[src/rtl/button_pkg.sv]
// button_pkg: FSM state encoding, default timing and shared helpers
// for button_event_decoder and anything reusing tick_prescaler.
package button_pkg;

  typedef enum logic [2:0] {
    ST_IDLE       = 3'd0,
    ST_DB_PRESS   = 3'd1,
    ST_PRESSED    = 3'd2,
    ST_LONG       = 3'd3,
    ST_DB_RELEASE = 3'd4
  } btn_state_t;

  localparam int CLK_HZ_DEFAULT = 27_000_000;
  localparam int MS_TICK_DIV    = CLK_HZ_DEFAULT / 1000;

  function automatic logic timed(btn_state_t s);
    return s inside {ST_DB_PRESS, ST_PRESSED, ST_DB_RELEASE};
  endfunction

endpackage

[src/rtl/button_event_decoder_if.sv]
// button_event_decoder_if: raw pin in, conditioned button events out.
// master = decoder side, slave = pin driver / event consumer side.
interface button_event_decoder_if;

  logic button;
  logic btn_level;
  logic press_pulse;
  logic release_pulse;
  logic short_press;
  logic long_press;
  logic toggle;

  modport master (
    input  button,
    output btn_level,
    output press_pulse,
    output release_pulse,
    output short_press,
    output long_press,
    output toggle
  );

  modport slave (
    output button,
    input  btn_level,
    input  press_pulse,
    input  release_pulse,
    input  short_press,
    input  long_press,
    input  toggle
  );

endinterface

[src/rtl/button_event_decoder_tick_prescaler.sv]
// tick_prescaler: counts 0..TICK_DIV-1, tick pulses on wrap.
// Ports: clk, rst (async low), clr (restart interval), tick (out).
module tick_prescaler
  import button_pkg::*;
#(
  parameter int TICK_DIV = MS_TICK_DIV
) (
  input  logic clk,
  input  logic rst,
  input  logic clr,
  output logic tick
);

  localparam int W = $clog2(TICK_DIV);
  localparam logic [W-1:0] LAST = W'(TICK_DIV - 1);

  logic [W-1:0] cnt;

  always_ff @(posedge clk or negedge rst) begin
    if (!rst) begin
      cnt <= '0;
    end else if (clr || cnt == LAST) begin
      cnt <= '0;
    end else begin
      cnt <= cnt + W'(1);
    end
  end

  // a clear always wins so the new interval starts clean
  assign tick = !clr && (cnt == LAST);

endmodule

[src/rtl/button_event_decoder.sv]
// button_event_decoder: sync + debounce + short/long classify + toggle.
// Ports: clk, rst (async low), bus (master: button in, events out).
module button_event_decoder
  import button_pkg::*;
#(
  parameter int TICK_DIV       = MS_TICK_DIV,
  parameter int DEBOUNCE_TICKS = 20,
  parameter int LONG_TICKS     = 1000,
  parameter int ACTIVE_LOW     = 1
) (
  input logic                          clk,
  input logic                          rst,
  button_event_decoder_if.master       bus
);

  localparam logic REL = (ACTIVE_LOW != 0);
  localparam int   TW  = $clog2(LONG_TICKS + 1);
  localparam logic [TW-1:0] DB_T = TW'(DEBOUNCE_TICKS);
  localparam logic [TW-1:0] LG_T = TW'(LONG_TICKS);

  logic s1;
  logic s2;
  logic p;

  always_ff @(posedge clk or negedge rst) begin
    if (!rst) begin
      s1 <= REL;
      s2 <= REL;
    end else begin
      s1 <= bus.button;
      s2 <= s1;
    end
  end

  assign p = s2 ^ REL;

  btn_state_t    state;
  btn_state_t    nxt;
  logic [TW-1:0] tcnt;
  logic          tick;
  logic          chg;
  logic          was_long;
  logic          level_q;
  logic          tog_q;
  logic          press;
  logic          rel;
  logic          lng;

  always_comb begin
    nxt   = state;
    press = 1'b0;
    rel   = 1'b0;
    lng   = 1'b0;
    unique case (state)
      ST_IDLE: begin
        if (p) nxt = ST_DB_PRESS;
      end
      ST_DB_PRESS: begin
        if (!p) begin
          nxt = ST_IDLE;
        end else if (tcnt == DB_T) begin
          nxt   = ST_PRESSED;
          press = 1'b1;
        end
      end
      ST_PRESSED: begin
        if (!p) begin
          nxt = ST_DB_RELEASE;
        end else if (tcnt == LG_T) begin
          nxt = ST_LONG;
          lng = 1'b1;
        end
      end
      ST_LONG: begin
        if (!p) nxt = ST_DB_RELEASE;
      end
      ST_DB_RELEASE: begin
        if (p) begin
          nxt = was_long ? ST_LONG : ST_PRESSED;
        end else if (tcnt == DB_T) begin
          nxt = ST_IDLE;
          rel = 1'b1;
        end
      end
      default: nxt = ST_IDLE;
    endcase
  end

  // every state change restarts both timers
  assign chg = (nxt != state);

  tick_prescaler #(
    .TICK_DIV (TICK_DIV)
  ) u_pre (
    .clk  (clk),
    .rst  (rst),
    .clr  (chg),
    .tick (tick)
  );

  always_ff @(posedge clk or negedge rst) begin
    if (!rst) begin
      state    <= ST_IDLE;
      tcnt     <= '0;
      was_long <= 1'b0;
      level_q  <= 1'b0;
      tog_q    <= 1'b0;
    end else begin
      state <= nxt;
      if (chg) begin
        tcnt <= '0;
      end else if (tick && timed(state)) begin
        tcnt <= tcnt + TW'(1);
      end
      if (press) begin
        level_q <= 1'b1;
        tog_q   <= ~tog_q;
      end
      if (lng) was_long <= 1'b1;
      if (rel) begin
        level_q  <= 1'b0;
        was_long <= 1'b0;
      end
    end
  end

  assign bus.btn_level     = level_q;
  assign bus.press_pulse   = press;
  assign bus.release_pulse = rel;
  assign bus.short_press   = rel & ~was_long;
  assign bus.long_press    = lng;
  assign bus.toggle        = tog_q;

endmodule

[src/flat_wrapper.sv]
// flat-port wrapper written by rule: the top's interface ports become plain ports
module button_event_decoder_flat import button_pkg::*;
#(
  parameter int TICK_DIV       = MS_TICK_DIV,
  parameter int DEBOUNCE_TICKS = 20,
  parameter int LONG_TICKS     = 1000,
  parameter int ACTIVE_LOW     = 1
)
  (clk, rst, bus_button, bus_btn_level, bus_press_pulse, bus_release_pulse, bus_short_press, bus_long_press, bus_toggle);
  button_event_decoder_if bus_i ();
  input logic clk;
  input logic rst;
  input wire logic [$bits(bus_i.button)-1:0] bus_button;
  output wire logic [$bits(bus_i.btn_level)-1:0] bus_btn_level;
  output wire logic [$bits(bus_i.press_pulse)-1:0] bus_press_pulse;
  output wire logic [$bits(bus_i.release_pulse)-1:0] bus_release_pulse;
  output wire logic [$bits(bus_i.short_press)-1:0] bus_short_press;
  output wire logic [$bits(bus_i.long_press)-1:0] bus_long_press;
  output wire logic [$bits(bus_i.toggle)-1:0] bus_toggle;
  assign bus_i.button = bus_button;
  assign bus_btn_level = bus_i.btn_level;
  assign bus_press_pulse = bus_i.press_pulse;
  assign bus_release_pulse = bus_i.release_pulse;
  assign bus_short_press = bus_i.short_press;
  assign bus_long_press = bus_i.long_press;
  assign bus_toggle = bus_i.toggle;
  button_event_decoder #(.TICK_DIV(TICK_DIV), .DEBOUNCE_TICKS(DEBOUNCE_TICKS), .LONG_TICKS(LONG_TICKS), .ACTIVE_LOW(ACTIVE_LOW)) u_core (.clk(clk), .rst(rst), .bus(bus_i));
endmodule
[config.mk]
export PLATFORM = sky130hd
export DESIGN_NAME = button_event_decoder_flat
export DESIGN_NICKNAME = d
export VERILOG_FILES = /design/src/rtl/button_pkg.sv /design/src/rtl/button_event_decoder_if.sv /design/src/rtl/button_event_decoder_tick_prescaler.sv /design/src/rtl/button_event_decoder.sv /design/src/flat_wrapper.sv
export SDC_FILE = /design/constraint.sdc
export NUM_CORES = 1
export LEC_CHECK = 0
export CORE_ASPECT_RATIO = 1.5
export CORE_MARGIN = 5
export CORE_UTILIZATION = 25
export CTS_BUF_LIST = sky130_fd_sc_hd__clkbuf_8
export CTS_CLUSTER_DIAMETER = 40
export DETAILED_ROUTE_END_ITERATION = 6
export SLEW_MARGIN = 40
export SYNTH_ARGS = -nofsm -noshare
export SYNTH_HDL_FRONTEND = slang
export SYNTH_HIERARCHICAL = 1
export SYNTH_SLANG_ARGS = --single-unit
export TNS_END_PERCENT = 50
[constraint.sdc]
create_clock -name clk -period 4.75 [get_ports clk]
set_input_delay 0.95 -clock clk [delete_from_list [all_inputs] [get_ports clk]]
set_output_delay 0.95 -clock clk [all_outputs]
set_load 0.005 [all_outputs]
==> metrics.txt <==
Post-Syn Area 1830 um2; Tmin final 3380 ps; Worst Slack Setup Final between 1000 and 1500 ps; RSZ-0062 raised after global routing false; top post-synthesis cells by count dfrtp_1, nor2_1, xnor2_1, nand2_1, inv_1; worst path cell trace or4_4 -> or3_4 -> nor4_1 -> clkdlybuf4s50_1; # Post-CTS Setup Buffers 0; CP startpoint kind flip-flop; delay-heaviest family, CP simple AND/OR/NAND/NOR gates; CTS tree yes; placed wire-length estimate 2580 um; ys async rst share 1.00; drt pass-1 iters 4; Final Skew ~13 ps; Synth Register Bits 33; final setup TNS 0 ps; Clock Tree Buf Depth 2; post-synth cell types between 40 and 50; Num CTS Buffers 5; pre-CTS WS roughly 1700 ps; Antenna diodes 0; layout cells sized above 1 0.112; Placed Instances a little under 300; Slew @ Worst Pin about 770 ps; overall routing resource usage 0.0863; routed wire length 3680 um; Syn Nets 192; TritonCTS Sinks 33; CTS H-tree depth 2; Worst VDD drop approximately 120 uV; worst path required time ~3800 ps; Yosys top cell by area dfrtp_1; drc violations 0; Fin. Hold Viols 0; Vias per Instance 4.63; leakage power 0.780 nW; GP Congestion a little over 0.8; period utilisation layout 0.711; num rows 38; Syn. warnings 6; # setup viols final 0; # IOs 9; Vias 1374; Die Y ~110 um; synth top area cells dfrtp_1, xnor2_1, nor2_1; hold_buf cts 0; fin nets 202; PD cells 316 nW/um2; Die X approximately 80 um; Avg Cell Area, Syn 9.86 um2; Max-cap violations 0; critical path arrival 2430 ps; Clk Latency, worst-skew pair 290 ps; Crit path largest cell delay 560 ps; area grow syn2layout 14.5%; post-route ant nets 0; run status complete, no violations; global-route wire length before repair 6290 um; Crit-path slowest cell or4_4; Die ar. 9190 um2; Worst Hold Class flip-flop to flip-flop; Final Slew Violations 0; Post-synth top flop dfrtp_1; largest net degree at the start of global routing 34; Buf+Inv Stages, Crit Path 1; DRT iter0 DRCs 82; core box area 7180 um2; vias in the first global route 1382; Slew HR 0.486; Clock transition at path regs 70 ps; Synth Instances 186; initial antenna violation count 0; Initial Utilization 0.255; WS Path Type flip-flop to output pin; clock root buffer master clkbuf_8; cts repair resizes 0; count leader, synth dfrtp_1; WL per Instance 12.4 um; top cell type's share of synthesized area 0.423; crit end category output pin; Post-synth EDFFs 0; total grt overflow 0; CP max FO 5; fmax 296 MHz; non-filler cells in the finished layout 297; IO Port Bufs 8; register area share after synthesis 0.452; R2R Setup Slk 1730 ps
==> area by class of cell <==
cell class	count	area, um2
fill	760	5080
tap	100	125
clock inverter	2	33.8
clock buffer	6	82.6
timing repair buffer	9	87.6
sequential	33	828
multi-input combinational	136	901
inverter	11	41.3
==> cells by family after synthesis <==
| kind of cell | share of synthesized area |
|---|---|
| AOI/OAI and AO/OA | 0.112 |
| buffers and inverters | 0.0573 |
| and+or+nand+nor | 0.278 |
| DFF | 0.452 |
| xor gates and xnor gates | 0.0805 |
| adders and majority gates | 0.0205 |
==> flip-flops by register name, indices dropped and copies added, names as in the netlist <==
signal,cells
u_core/u_pre/cnt,15
u_core/bus.btn_level,1
u_core/s1,1
u_core/was_long,1
u_core/bus.toggle,1
u_core/tcnt,10
u_core/state,3
u_core/s2,1
==> power by group <==
part | internal, mW | switching (mW)
sequential | 0.299 | 0.0223
combinational | 0.0250 | 0.0423
clock | 0.169 | 0.106
total | 0.493 | 0.170
==> routing by layer <==
metal | vias up | track usage | wire length (um) | part of all wire
met5 | - | 0 | 0 | 0
met4 | 0 | 0.0395 | 104 | 0.028
li1 | 684 | - | - | -
met3 | 10 | 0.0219 | 96 | 0.026
met1 | 665 | 0.0968 | 1590 | 0.43
met2 | 15 | 0.152 | 1890 | 0.51
==> placed cells by master (no fill, tap or decap), drive strengths merged, types with 5 or more instances in the layout <==
cell	n
nand2	12
clkdlybuf4s50	8
a21oi	10
nor2	26
o21ai	5
or4	5
o31ai	6
xnor2	14
or3	5
inv	12
nor3	7
clkbuf	6
nand4	5
dfrtp	31
nand3	8
nor4	7
==> path summary, 6_finish.rpt <==
check                                     start              end  depth (start not counted)
worst max-delay path             u_core/tcnt[7]  bus_short_press                          4
worst min-delay path                  u_core/s1        u_core/s2                          0
worst max register to register  u_core/state[0]   u_core/tcnt[8]                          8
worst min register to register        u_core/s1        u_core/s2                          0
max in group asynchronous                   rst        u_core/s1                          2
min in group asynchronous                   rst   u_core/tcnt[3]                          2
==> stage by stage <==
step	hold WS [ps]	power, mW	instance area [um2]	utilization
3_3_place_gp	346	0.394	1980	0.276
5_1_grt	355	0.695	2100	0.292
2_1_floorplan	345	0.384	1830	-
4_1_cts	357	0.676	2100	0.292
3_5_place_dp	350	0.395	1980	0.276
6_report	356	0.663	2100	0.292
No activity file was read; power rests on OpenSTA's default activity.
